===== config.mk =====
export PLATFORM = sky130hd
export DESIGN_NAME = mem_word_reader
export DESIGN_NICKNAME = d
export VERILOG_FILES = /design/src/rtl/mem_word_reader.sv
export SDC_FILE = /design/constraint.sdc
export NUM_CORES = 1
export LEC_CHECK = 0
export CORE_UTILIZATION = 44
export CTS_BUF_LIST = sky130_fd_sc_hd__clkbuf_4 sky130_fd_sc_hd__clkbuf_8 sky130_fd_sc_hd__clkbuf_16
export DETAILED_ROUTE_END_ITERATION = 10
export GPL_TIMING_DRIVEN = 0
export HOLD_SLACK_MARGIN = 0.08
export MAX_ROUTING_LAYER = met4
export PLACE_DENSITY = 0.76
export SLEW_MARGIN = 15
export SYNTH_ARGS = -nofsm -noshare
export SYNTH_HDL_FRONTEND = slang
export SYNTH_SLANG_ARGS = --single-unit

===== constraint.sdc =====
create_clock -name CLOCK -period 3.3 [get_ports CLOCK]
set_input_delay 0.99 -clock CLOCK [delete_from_list [all_inputs] [get_ports CLOCK]]
set_output_delay 0.99 -clock CLOCK [all_outputs]
set_load 0.01 [all_outputs]

===== src/rtl/mem_word_reader.sv =====
// Reads one word from a serial drum memory: waits for the requested word time on the
// requested line, shifts the word in LSB first, then reports it with a four-phase handshake.
module mem_word_reader #(
  parameter int unsigned WORD_BITS   = 29,
  parameter int unsigned LONG_WORDS  = 108,
  parameter int unsigned SHORT_WORDS = 4
) (
  input  logic                 CLOCK,
  input  logic                 rst,
  input  logic                 BIT_EN,
  input  logic                 T0,
  input  logic [6:0]           WORD_TIME,
  input  logic [23:0]          LINE_BITS,
  input  logic                 REQ,
  input  logic [4:0]           REQ_LINE,
  input  logic [6:0]           REQ_WORD,
  output logic                 ACK,
  output logic                 ERR,
  output logic [WORD_BITS-1:0] RD_DATA,
  output logic                 BUSY
);

  localparam int unsigned     CntW    = $clog2(WORD_BITS + 1);
  localparam logic [6:0]      LongW   = 7'(LONG_WORDS);
  localparam logic [6:0]      ShortW  = 7'(SHORT_WORDS);
  localparam logic [CntW-1:0] LastBit = CntW'(WORD_BITS - 1);

  typedef enum logic [1:0] {StIdle, StWait, StShift, StDone} state_e;

  state_e               r_state, w_state_next;
  logic [4:0]           r_line, w_line_next;
  logic [6:0]           r_word, w_word_next;
  logic [CntW-1:0]      r_cnt, w_cnt_next;
  logic [WORD_BITS-1:0] r_data, w_data_next;
  logic                 r_ack, w_ack_next;
  logic                 r_err, w_err_next;
  logic                 r_busy;
  logic                 w_req_bad, w_short, w_match, w_bit;

  assign w_req_bad = (REQ_LINE > 5'd23) ||
                     ((REQ_LINE < 5'd20) ? (REQ_WORD >= LongW) : (REQ_WORD >= ShortW));
  assign w_short   = (r_line >= 5'd20);
  // Short lines repeat every four word times, so only the low bits select the word.
  assign w_match   = (WORD_TIME < LongW) &&
                     (w_short ? (WORD_TIME[1:0] == r_word[1:0]) : (WORD_TIME == r_word));
  assign w_bit     = LINE_BITS[r_line];

  always_comb begin
    w_state_next = r_state;
    w_line_next  = r_line;
    w_word_next  = r_word;
    w_cnt_next   = r_cnt;
    w_data_next  = r_data;
    w_ack_next   = r_ack;
    w_err_next   = r_err;
    unique case (r_state)
      StIdle: begin
        if (REQ) begin
          w_line_next = REQ_LINE;
          w_word_next = REQ_WORD;
          if (w_req_bad) begin
            w_state_next = StDone;
            w_err_next   = 1'b1;
          end else begin
            w_state_next = StWait;
          end
        end
      end
      StWait: begin
        if (!REQ) begin
          w_state_next = StIdle;
        end else if (BIT_EN && T0 && w_match) begin
          w_state_next   = StShift;
          w_data_next[0] = w_bit;
          w_cnt_next     = CntW'(1);
        end
      end
      StShift: begin
        if (!REQ) begin
          w_state_next = StIdle;
        end else if (BIT_EN) begin
          w_data_next[r_cnt] = w_bit;
          w_cnt_next         = r_cnt + CntW'(1);
          if (r_cnt == LastBit) begin
            w_state_next = StDone;
            w_ack_next   = 1'b1;
          end
        end
      end
      StDone: begin
        if (!REQ) begin
          w_state_next = StIdle;
          w_ack_next   = 1'b0;
          w_err_next   = 1'b0;
        end
      end
      default: w_state_next = StIdle;
    endcase
  end

  always_ff @(posedge CLOCK or posedge rst) begin
    if (rst) begin
      r_state <= StIdle;
      r_line  <= '0;
      r_word  <= '0;
      r_cnt   <= '0;
      r_data  <= '0;
      r_ack   <= 1'b0;
      r_err   <= 1'b0;
      r_busy  <= 1'b0;
    end else begin
      r_state <= w_state_next;
      r_line  <= w_line_next;
      r_word  <= w_word_next;
      r_cnt   <= w_cnt_next;
      r_data  <= w_data_next;
      r_ack   <= w_ack_next;
      r_err   <= w_err_next;
      r_busy  <= (w_state_next == StWait) || (w_state_next == StShift);
    end
  end

  assign ACK     = r_ack;
  assign ERR     = r_err;
  assign RD_DATA = r_data;
  assign BUSY    = r_busy;

endmodule


# Yosys cells after proc, flatten, opt, wreduce, memory -nomap -nowiden
# Index checks and enable logic that the tools add are counted.
word_totals:
  regBits: 51
  out_inout_bits: 32
classes:
  eq_ne: 16
  reduce_logical: 15
  n_lt_le_gt_ge: 9
  addsub: 1
  muxes: 34
ops:
  columns: ["cell", "n"]
  rows:
  - ["bitwise mux 29 bit", 1]
  - ["2-to-1 mux 5 bit", 4]
  - ["2-to-1 mux 2 bit", 8]
  - ["!= test 2 bit, second input constant", 8]
  - ["2-to-1 mux 1 bit", 14]
  - ["< comparator 5 x 6 -> 1 bit, second input constant", 2]
  - ["one-hot mux 5 bit (2 select lines)", 1]
  - ["AND reduction 5 bit", 2]
  - ["one-hot mux 2 bit (4 select lines)", 1]
  - ["== test 7 bit", 1]
  - [">= comparator 7 x 3 -> 1 bit, second input constant", 1]
  - [">= comparator 7 bit, second input constant", 1]
  - ["< comparator 7 bit, second input constant", 1]
  - ["== test 2 bit, second input constant", 3]
  - ["one-hot mux 1 bit (2 select lines)", 3]
  - ["nonzero test 2 bit", 3]
  - ["adder 5 x 1 -> 5 bit, second input constant", 1]
  - ["binary-select mux 1 bit (select 5 bit)", 1]
  - ["demux 1 bit (select 5 bit)", 1]
  - ["== test 5 bit, second input constant", 1]
  - [">= comparator 5 x 1 -> 1 bit, second input constant", 1]
  - [">= comparator 5 bit, second input constant", 1]
  - ["greater-than comparator 5 bit, second input constant", 1]
  - ["< comparator 5 bit, second input constant", 1]
  - ["8 further kinds", 13]

# Logic depth before layout (Yosys ltp)
depth:
  ltp_word: 9
  depth_mapped: 9
  ltp_nobuf: 7

# Worst setup path before layout
# No wires, ideal clock.
synth_path:
  path_type: "input to register"
  start: "input BIT_EN"
  end: "register r_data[28], in the netlist RD_DATA[28]"
  slack_ps: 893
  cell_stages: 6
  t_arrival_ps: 2282
  setup_ps: 125
  path_buffers: 2
  t_required_ps: 3175
  path_cell_list: "and4b_1 > clkbuf_1 > and2_1 > clkbuf_1 > and4_1 > mux2_2"
synth_via:
  elab_chain_cells: 1
synth_lines:
  columns: ["element", "line", "rtl"]
  rows:
  - ["from (decl)", "10", "input logic BIT_EN,"]
  - ["AND reduction 3 bit (no line)", null, null]
  - ["to (signal assigned)", "116", "r_data <= w_data_next;"]
  - ["to (decl)", "34", "logic [WORD_BITS-1:0] r_data, w_data_next;"]
# No other way between the ends.
# A chain may end at the register's enable or synchronous reset.

# Worst setup path after layout
layout_path:
  start: "input REQ"
  end: "register r_data[28], in the netlist RD_DATA[28]"
layout_via:
  elab_chain_cells: 1
layout_lines:
  columns: ["element", "line", "rtl"]
  rows:
  - ["from (decl)", "14", "input logic REQ,"]
  - ["AND reduction 3 bit (no line)", null, null]
# No other way between the ends.

==> summary.txt <==
Most frequent cells in the layout: clkdlybuf4s50_1 (79), dfrtp_1 (51), mux2_2 (41)
Synth Area in Compound Gates: 5.43%
Yosys Warn Count: 0
Unrepaired setup endpoints after global routing: false
Main combinational cell family by area after synthesis: multiplexers
Hold Vio Cnt, Final: 0
Max-Cap Viols: 0
CP Cell Sequence: clkdlybuf4s50_1 > and4b_1 > clkbuf_1 > and2_1 > clkbuf_1 > and4_1 > mux2_2
Post CTS Setup Buffer Count: 0
Core ar.: 5610 µm²
Post-Synth Adder-Cell Area: 1.92%
Critical path type: in2reg
Crit. End Element: flop
Synthesized net count: 282
Via count: 1977
Area growth syn-to-layout: 39.0%
Maximum vdd drop: 0.218 mV
Area leader, netlist: dfrtp_1
DRT Wirelength: 5680 µm
Slowest cell on the critical path: clkdlybuf4s50_1
Wire per inst: 14.6 µm
Dominant cells by area after synthesis: dfrtp_1 (49%), mux2_2 (18%), nand2_1 (5.5%)
Initial antenna violation count: 0
Clock buffer depth: 2
FF/Latch Area: 1280 µm²
Final Core Density: 64.5%
FMAX: 328 MHz
Tmin final: 3050 ps
Synth Area in XOR/XNOR: 2.35%
Dpl ws: -69.0 ps
FILL cells: 485
CP most frequent cell: clkbuf_1
Hold_buf cts: 0
Vias in the first global route: 1916
Register area share after synthesis: 49.0%
Detailed Route Iter0 Violations: 84
CTS Buf Count: 5
Leakage power: 0.00158 µW
R2R cell count: 6
Area of the multi-input gates: 1230 µm²
Port bufs: 79
DR vias/cell: 5.08
Pin count of the biggest net entering global routing: 30
Placed Cells: 382
Final setup vio count: 0
RD Place Congestion: 0.757
Global-route wire length before repair: 9380 µm
Layout Nets: 369
Clock Sinks: 51
Ys async rst share: 100%
Headroom to the max-slew limit: 57.5%
Hold Slack: 502 ps
Reg clk slew, reported paths: 90 ps
Clk_lat worst skew: 300 ps
Post-synth EDFFs: 0
H-tree depth: 2
Die height: 78.9 µm
CP max stage delay: 560 ps
# rows: 27
Cell variety after synth: 37
Commonest non-fill, non-tap cell in the layout: clkdlybuf4s50_1
Area share of the largest cell type after synthesis: 49.0%
Initial core utilization: 46.4%
Crit path max fanout: 8
CP Launch Type: input pin
Final Max Tran Viols: 0
Status: completed
GRT overflow: 0
Multiplexer share of the synthesized area: 23.9%
Avg Inst Size Synth: 11.3 µm²
Most common flop cell mapped by yosys: dfrtp_1
Routed Antenna Nets: 0
Share of layout cells above drive strength 1: 18.3%
Final period utilization: 92.4%
Synthesized instance count: 230
CP Data Required Time: 3490 ps
P per Cell Area: 458 nW/µm²
Worst Tran Pin Value: 636 ps
Synth Area in Simple Gates: 13.7%
Detailed placement HPWL: 4380 µm
DR DRC count: 0
DIE WIDTH: 78.9 µm
Root Buffer: clkbuf_8
Post-Syn Area: 2600 µm²
Hold WC Path Type: reg2reg
I/O Pins: 80
Setup WS post-layout: 250 ps
Diodes inserted: 0
Hold path depth: 1
Synth Register Bits: 51
All-Layer GR Usage: 20.3%
Arrival time at the worst endpoint: 3240 ps
CTS resizes: 0
First-pass DRT Iterations: 4
Die area: 6230 µm²
Clk_skew: 10.5 ps
Final cell count without fillers: 389
CTS tree: built
==> flip-flops by register name (all words and copies together), names as in the netlist <==
| register | flops |
|---|---|
| r_cnt | 5 |
| r_state | 2 |
| ACK | 1 |
| BUSY | 1 |
| r_word | 7 |
| RD_DATA | 29 |
| r_line | 5 |
| ERR | 1 |
==> final cells by class <==
cell class	count	share of cell area, %
inverter	6	0.622
sequential	51	35.3
multi-input combinational	160	34.1
timing repair buffer	80	22.6
clock inverter	2	1.04
buffer	13	2.01
clock buffer	5	1.90
tap	72	2.49
==> Yosys cell counts, types with 3 or more instances <==
| cell type | count |
|---|---|
| a21oi_1 | 7 |
| and2_1 | 4 |
| buf_6 | 3 |
| clkbuf_1 | 9 |
| dfrtp_1 | 51 |
| ha_1 | 4 |
| inv_1 | 6 |
| mux2_2 | 41 |
| mux2i_1 | 7 |
| mux4_2 | 4 |
| nand2_1 | 38 |
| nand3_1 | 4 |
| nor2_1 | 8 |
| nor3_1 | 4 |
| nor3b_1 | 3 |
| o21ai_0 | 6 |
| xnor2_1 | 5 |
==> per-layer routing <==
layer | GRT usage, % | up-vias | part of all wire, %
li1 | - | 976 | -
met1 | 26.4 | 960 | 46
met2 | 32.5 | 35 | 50
met3 | 4.02 | 6 | 3.4
met4 | 5.45 | 0 | 1.2
met5 | - | - | 0
==> worst max-delay path, delay by kind of cell <==
| kind | cells | cell delay, ps |
|---|---|---|
| buffers and inverters | 3 | 1150 |
| multiplexers | 1 | 350 |
| AND/OR/NAND/NOR | 3 | 740 |
==> power by group <==
part           total [µW]  switching [µW]  internal [µW]  leakage, µW
Clock                 418             197            222    0.0000502
Sequential            755            59.2            695     0.000672
Combinational         483             215            268     0.000855
Total                1660             471           1190      0.00158
==> path summary, 6_finish.rpt <==
check                                          end  slack [ps]            startpoint
max                        RD_DATA[28]$_DFFE_PP0P_         250                   REQ
min reg2reg                        ERR$_DFFE_PP0P_         500       ERR$_DFFE_PP0P_
min in group asynchronous  RD_DATA[22]$_DFFE_PP0P_        1090                   rst
min                                ERR$_DFFE_PP0P_         500       ERR$_DFFE_PP0P_
max in group asynchronous    r_word[3]$_DFFE_PP0P_        1680                   rst
max reg2reg                RD_DATA[28]$_DFFE_PP0P_        1030  r_state[0]$_DFF_PP0_
==> kinds of logic (layout without fill, tap and decap cells) <==
logic type,Yosys count,in the layout
multiplexers,52,52
buffers and inverters,19,106
AND/OR/NAND/NOR,74,74
XOR/XNOR,7,7
adder cells (fa/ha/maj),4,4
flip-flops,51,51
AO/OA/AOI/OAI,23,23
==> per-stage QoR <==
stage / cell area, µm² / total power [µW] / TNS, ps
final: 3620 / 1660 / 0
after global routing: 3620 / 1760 / 0
after CTS: 3620 / 1680 / 0
after detailed placement: 3510 / 1260 / -69.0
after global placement: 3480 / 1240 / -23.1
after floorplan: 2600 / 1080 / 0
Note: power is estimated with default switching activity, not from simulation.
